<file path="config.mk">
export PLATFORM = sky130hd
export DESIGN_NAME = hazard_scoreboard
export DESIGN_NICKNAME = d
export VERILOG_FILES = /design/src/rtl/hazard_scoreboard.sv
export SDC_FILE = /design/constraint.sdc
export NUM_CORES = 1
export LEC_CHECK = 0
export ABC_AREA = 1
export ABC_CLOCK_PERIOD_IN_PS = 1990
export BUFFER_PORTS_ARGS = -buffer_cell sky130_fd_sc_hd__buf_4
export CORE_MARGIN = 2
export CORE_UTILIZATION = 52
export CTS_CLUSTER_SIZE = 8
export DETAILED_ROUTE_END_ITERATION = 16
export PLACE_DENSITY = 0.74
export SETUP_SLACK_MARGIN = 0.5
export SYNTH_ARGS = -nofsm -noshare
export SYNTH_HDL_FRONTEND = slang
export SYNTH_SLANG_ARGS = --single-unit
</file>
<file path="constraint.sdc">
create_clock -name clk -period 1.99 [get_ports clk]
set_input_delay 0.2985 -clock clk [delete_from_list [all_inputs] [get_ports clk]]
set_output_delay 0.2985 -clock clk [all_outputs]
set_load 0.01 [all_outputs]
</file>
<file path="src/rtl/hazard_scoreboard.sv">
// Hazard unit for the pipelined MIPS core: a Tnew-countdown scoreboard of in-flight GPR writers
// (E, M, W) drives the D-stage stall and forward selects; an MDU countdown models mult/div busy time.
module hazard_scoreboard #(
  parameter int NUM_STAGES = 3,
  parameter int NUM_SRC    = 2,
  parameter int AW         = 5,
  parameter int TW         = 2,
  parameter int MULT_LAT   = 5,
  parameter int DIV_LAT    = 10
) (
  input  logic                    clk,
  input  logic                    reset_n,
  input  logic                    d_valid,
  input  logic [NUM_SRC*AW-1:0]   d_src_addr,
  input  logic [NUM_SRC*TW-1:0]   d_src_tuse,
  input  logic                    d_wr_en,
  input  logic [AW-1:0]           d_dst_addr,
  input  logic [TW-1:0]           d_tnew,
  input  logic                    d_md_start,
  input  logic                    d_md_is_div,
  input  logic                    d_uses_hilo,
  output logic                    stall,
  output logic [NUM_SRC*2-1:0]    fwd_sel,
  output logic                    md_busy,
  output logic [31:0]             stall_cnt
);

  localparam logic [TW-1:0] TUSE_NONE = '1;
  localparam int            CW        = $clog2(DIV_LAT + 1);

  typedef struct packed {
    logic          valid;
    logic          wr_en;
    logic [AW-1:0] dst;
    logic [TW-1:0] tnew;
    logic          md_start;
    logic          md_is_div;
  } entry_t;

  entry_t              r_e [NUM_STAGES];
  logic [CW-1:0]       r_md_cnt;
  logic [31:0]         r_stall_cnt;

  logic [NUM_SRC-1:0]  w_stall_src;
  logic [NUM_SRC*2-1:0] w_fwd;
  logic                w_found;
  logic [AW-1:0]       w_src;
  logic [TW-1:0]       w_tuse;
  logic                w_md_issue;
  logic                w_stall_md;
  logic                w_stall;

  // Youngest matching writer wins: scan from E outward and stop at the first hit.
  always_comb begin
    w_stall_src = '0;
    w_fwd       = '0;
    w_found     = 1'b0;
    w_src       = '0;
    w_tuse      = TUSE_NONE;
    for (int s = 0; s < NUM_SRC; s++) begin
      w_found = 1'b0;
      w_src   = d_src_addr[s*AW +: AW];
      w_tuse  = d_src_tuse[s*TW +: TW];
      if (w_tuse != TUSE_NONE) begin
        for (int k = 0; k < NUM_STAGES; k++) begin
          if (!w_found && r_e[k].valid && r_e[k].wr_en &&
              (r_e[k].dst == w_src) && (r_e[k].dst != '0)) begin
            w_found = 1'b1;
            if (r_e[k].tnew > w_tuse) w_stall_src[s] = 1'b1;
            if (r_e[k].tnew == '0) w_fwd[s*2 +: 2] = 2'(k + 1);
          end
        end
      end
    end
  end

  assign w_md_issue = r_e[0].valid & r_e[0].md_start;
  assign md_busy    = (r_md_cnt != '0);
  assign w_stall_md = d_valid & d_uses_hilo & (md_busy | w_md_issue);
  assign w_stall    = d_valid & ((|w_stall_src) | w_stall_md);
  assign stall      = w_stall;
  assign fwd_sel    = w_fwd;
  assign stall_cnt  = r_stall_cnt;

  always_ff @(posedge clk or negedge reset_n) begin
    if (!reset_n) begin
      for (int i = 0; i < NUM_STAGES; i++) r_e[i] <= '0;
    end else begin
      for (int i = NUM_STAGES - 1; i > 0; i--) begin
        r_e[i]      <= r_e[i-1];
        r_e[i].tnew <= (r_e[i-1].tnew == '0) ? '0 : r_e[i-1].tnew - 1'b1;
      end
      if (d_valid && !w_stall) begin
        r_e[0].valid     <= 1'b1;
        r_e[0].wr_en     <= d_wr_en;
        r_e[0].dst       <= d_dst_addr;
        r_e[0].tnew      <= d_tnew;
        r_e[0].md_start  <= d_md_start;
        r_e[0].md_is_div <= d_md_is_div;
      end else begin
        r_e[0] <= '0;
      end
    end
  end

  // The MDU counter loads while the mult/div sits in E, so HI/LO users also wait out that cycle.
  always_ff @(posedge clk or negedge reset_n) begin
    if (!reset_n) begin
      r_md_cnt    <= '0;
      r_stall_cnt <= '0;
    end else begin
      if (w_md_issue) r_md_cnt <= r_e[0].md_is_div ? CW'(DIV_LAT) : CW'(MULT_LAT);
      else if (r_md_cnt != '0) r_md_cnt <= r_md_cnt - 1'b1;
      if (w_stall) r_stall_cnt <= r_stall_cnt + 32'd1;
    end
  end

endmodule
</file>
# After elaboration in Yosys (flattened, before gate mapping)
# Index checks and enable logic that the tools add are counted.
[word_totals] register_bits=65 inputBits=28 out_inout_bits=38 word_cells=117
[classes] add_sub_neg=4 order_cmp=6 n_eq_ne=8 muxes=41 bitwise=6 reduce_logical=36
[ops] op="$add A32 B1 Y32 const B" count=1
[ops] op="$eq A5 B5 Y1" count=6
[ops] op="$mux W1" count=25
[ops] op="$mux W2" count=12
[ops] op="$logic_and A1 B1 Y1" count=22
[ops] op="$reduce_bool A5 Y1" count=3
[ops] op="$gt A2 B2 Y1" count=6
[ops] op="$mux W4" count=3
[ops] op="$mux W11" count=1
[ops] op="$logic_not A2 Y1" count=3
[ops] op="$logic_not A1 Y1" count=5
[ops] op="$and A1 B1 Y1" count=4
[ops] op="$ne A2 B2 Y1 const B" count=2
[ops] op="$reduce_bool A4 Y1" count=1
[ops] op="$sub A2 B1 Y2 const B" count=2
[ops] op="$sub A4 B1 Y4 const B" count=1
[ops] op="$or A1 B1 Y1" count=2
[ops] op="$reduce_bool A2 Y1" count=1
[ops] op="$reduce_or A2 Y1" count=1

# Logic depth before layout (Yosys ltp)
[logic_depth] word_depth=25 mapped_depth=19 ltp_nobuf=17

# Worst setup path after synthesis
# No wires, ideal clock.
[synth_timing] path_kind="flip-flop to output port" startpoint="register r_e[28] (netlist name)" endpoint="output port stall" arrival_ns=1.630 t_required_ns=1.691 setup_slack_ns=0.062 path_stages_with_launch=15 path_buffers=2 cell_sequence="dfrtp_1 -> or2_1 -> nor2_4 -> nor2_2 -> nand2_2 -> nand3_1 -> nand2_1 -> inv_1 -> nand2_1 -> nand2_1 -> nand3_2 -> nand2_2 -> buf_6 -> buf_8 -> inv_2"
[synth_between] elab_chain_len=22 word_cells_on_any_way=50 cone_classes="2 x eq/ne; 20 x mux; 2 x bitwise; 26 x reduce/logical"
[synth_rtl] item="start, declared" line="40" source="entry_t r_e [NUM_STAGES];"
[synth_rtl] item="start signal, assigned by index" line="90" source="r_e[i] <= r_e[i-1];"
[synth_rtl] item="$eq A5 B5 Y1" line="67" source="(r_e[k].dst == w_src) && (r_e[k].dst != '0)) begin"
[synth_rtl] item="$logic_and A1 B1 Y1" line="66" source="if (!w_found && r_e[k].valid && r_e[k].wr_en &&"
[synth_rtl] item="$logic_and A1 B1 Y1" line="67"
[synth_rtl] item="$mux W1" line="66"
[synth_rtl] item="$mux W1" line="64" source="if (w_tuse != TUSE_NONE) begin"
[synth_rtl] item="$logic_not A1 Y1" line="66"
[synth_rtl] item="$logic_and A1 B1 Y1 (3 in a row)" line="66"
[synth_rtl] item="$logic_and A1 B1 Y1" line="67"
[synth_rtl] item="(+2 left out)"
[synth_rtl] item="$logic_not A1 Y1" line="66"
[synth_rtl] item="$logic_and A1 B1 Y1 (3 in a row)" line="66"
[synth_rtl] item="$logic_and A1 B1 Y1" line="67"
[synth_rtl] item="$mux W1" line="66"
[synth_rtl] item="$mux W1" line="64"
[synth_rtl] item="$reduce_or A2 Y1 *" line="80" source="assign w_stall = d_valid & ((|w_stall_src) | w_stall_md);"
[synth_rtl] item="$or A1 B1 Y1 *" line="80"
[synth_rtl] item="$and A1 B1 Y1 *" line="80"
[synth_rtl] item="end, declared" line="22" source="output logic stall,"
# Every way passes the cells marked *; elsewhere a longest branch is shown, timed or not. The select of a mux whose other input is x is not followed.

# Worst setup path in the final report
[layout_timing] startpoint="register r_e[30] (netlist name)" endpoint="output port stall"
# Same word-level chain as after synthesis.

==> summary.txt <==
Run status
  – Status: finished with violations
  – Failing checks: negative setup slack

Place
  – Cell count after placement: 769
  – HPWL after DPL: 8530 um
  – Number of I/O port buffers: 65
  – Final GP Congestion: 0.906
  – Area of placed instances: 5090 um2

Pwr
  – P per Cell Area: 689 nW/um2
  – Cell leakage power: 2.90 nW
  – VDD IR max: 0.000480 V

Global routing
  – GRT Overall Usage: 0.266
  – Vias in the first global route: 3985
  – First-pass GRT wire length: 18500 um
  – Initial antenna violation count: 0
  – Congestion Overflow GR: 0
  – Largest net degree at the start of global routing: 41

Clocking
  – CTS tree: built
  – Clock-pin slew on the worst setup and hold paths: 0.08 ns
  – CTS max path bufs: 2
  – CTS buffer count: 9
  – Htree depth: 3
  – CTS root buf: clkbuf_8
  – Clk sinks: 65
  – Latest clock arrival within the worst-skew pair: 0.35 ns

Setup path
  – Cell chain of the critical path: or2_4 -> nor2_4 -> nor2_4 -> nand2_4 -> inv_2 -> nand2_2 -> nand2_1 -> inv_1 -> nand2_1 -> nand2_2 -> nand3_4 -> nand2_4 -> inv_2 -> buf_6
  – Crit. End Element: output pin
  – Slowest cell on crit path: dfrtp_1
  – Slowest stage delay, CP: 0.44 ns
  – CP Class: flop to output pin
  – Worst Path Required: 1.69 ns
  – CP Max Fanout: 5
  – Critical path arrival: 2.02 ns
  – Startpoint types: flop

STA
  – Endpoints failing hold: 0
  – Slew headroom: 0.698
  – Worst Clk Skew: 0.0144 ns
  – PnR worst setup slack: -0.325 ns
  – Final Max Slew Viols: 0
  – Fmax: 0.432 GHz
  – RSZ-0062 raised after global routing: yes
  – Period utilization: 1.16
  – Setup violations, final: 48
  – Worst-Margin Slew: 0.449 ns
  – Min Tclk post-route: 2.31 ns

Cells and area
  – Antenna Cells: 0
  – Layout area overhead: 32.6%
  – Layout cell share with drive strength beyond 1: 0.285
  – Non-filler cells in the finished layout: 806
  – Final #Nets: 739
  – Post-route design area: 5720 um2

Die
  – Initial Util: 0.530
  – Top-level I/O count: 66
  – Die footprint: 9040 um2
  – Die H: 95.1 um
  – Die X: 95.1 um
  – Row count: 33
  – Core box area: 8130 um2

Min path
  – Hold Crit Class: primary input to flop

Route
  – Final WL: 11900 um
  – DR vias: 4251
  – DR iter-0 viols: 299
  – WL/cell: 14.8 um
  – Post-route ant nets: 0
  – Drt drc: 0
  – First-pass iteration count of the detailed router: 5
  – Via density: 5.27

Flow run
  – Maxcap violations: 0

Logic synthesis
  – EDFF count, synth: 0
  – Post-Syn Nets: 641
  – Synth top cells by count: nand2_1, inv_1, dfrtp_1
  – Yosys warning total: 0
  – Seq cells post-synth: 65
  – Synth area leader: dfrtp_1
  – Netlist Area Pre-Place: 4310 um2
  – Area contributors post-synth: dfrtp_1, nand2_1, inv_1
  – Yosys cell types: 30
  – Register area share after synthesis: 0.377
  – Top-count cell post-synth: nand2_1
  – Main synth FF type: dfrtp_1
  – Post-Synthesis Cells: 598
  – Ys async rst share: 1.00
  – Synthesized area per cell: 7.21 um2
  – Post-synth top area share: 0.377
[metrics by stage]
| stage | TNS, ns | utilization | power (W) | setup WS [ns] | hold slack [ns] |
|---|---|---|---|---|---|
| after detailed placement | -1.29 | 0.626 | 0.00241 | -0.0881 | 0.236 |
| after global routing | -10.52 | 0.703 | 0.00416 | -0.416 | 0.159 |
| final | -6.18 | 0.703 | 0.00394 | -0.325 | 0.177 |
| after CTS | -1.25 | 0.669 | 0.00376 | -0.304 | 0.154 |
| after floorplan | 0 | - | 0.00212 | 0.0885 | 0.00291 |
| after global placement | -0.377 | 0.626 | 0.00237 | -0.0567 | 0.233 |
[per-layer routing]
| metal | part of all wire | GRT usage | vias to the layer above |
|---|---|---|---|
| met3 | 0.055 | 0.0545 | 25 |
| met4 | 0.024 | 0.0882 | 0 |
| met5 | 0 | 0 | - |
| li1 | - | - | 2082 |
| met2 | 0.51 | 0.458 | 124 |
| met1 | 0.41 | 0.333 | 2020 |
[cells in the final DEF (no fill, tap or decap), drive strengths merged, types with 8 or more instances in the layout]
cell    instances
ha             15
a21oi          19
buf            96
o21ai           8
xnor2          12
nand3          50
nor4            8
nand2         196
nor2           61
dfrtp          65
nor3           21
nand4          15
clkbuf         15
inv            84
xor2           24
[worst max-delay path, delay by kind of cell, from the launching register on]
family,cells,cell delay (ns)
buffers and inverters,4,0.26
DFF,1,0.44
and+or+nand+nor,10,0.97
[state kept, by name, indices dropped and copies added, names as in the netlist]
name / flops
r_e: 29
r_md_cnt: 4
stall_cnt: 32
[logic make-up (layout without fill, tap and decap cells)]
logic type | count (synthesis) | after routing | share of synthesized area
xor gates and xnor gates | 36 | 36 | 0.0731
DFF | 65 | 65 | 0.377
adders and majority gates | 15 | 15 | 0.0435
and+or+nand+nor | 356 | 356 | 0.375
buffers and inverters | 98 | 201 | 0.0972
AOI/OAI and AO/OA | 28 | 28 | 0.0339
[repair_timing]
| item | in CTS | in global routing |
|---|---|---|
| hold buffers | 1 | 0 |
| buffers inserted | 9 | 4 |
| resized for setup | 12 | 28 |
| pin swaps | 9 | 16 |
| gates cloned | 0 | 7 |
| setup endpoints to repair | 49 | 49 |
| hold endpoints to repair | 25 | 0 |
[where the power goes]
group / internal, W / leakage (nW) / switching [W]
clock: 0.000744 / 0.113 / 0.000549
sequential: 0.00144 / 0.870 / 0.000121
combinational: 0.000510 / 1.92 / 0.000577
total: 0.00269 / 2.90 / 0.00125
[worst paths after layout]
kind	startpoint	endpoint	slack, ns	cells past startpoint
min in group asynchronous	reset_n	stall_cnt[7]	0.40	2
worst max-delay path	r_e[30]	stall	-0.32	14
worst min register to register	r_e[20]	r_e[9]	0.37	0
worst max register to register	r_e[30]	stall_cnt[17]	-0.18	16
max in group asynchronous	reset_n	r_e[31]	1.06	3
worst min-delay path	d_dst_addr[1]	r_e[27]	0.18	3
[layout make-up]
type / instances / area [um2]
tap: 105 / 131
inverter: 83 / 312
clock inverter: 6 / 90.1
fill: 656 / 2410
sequential: 65 / 1630
multi-input combinational: 435 / 2470
timing repair buffer: 102 / 948
clock buffer: 10 / 138
(Power assumes the default switching activity.)
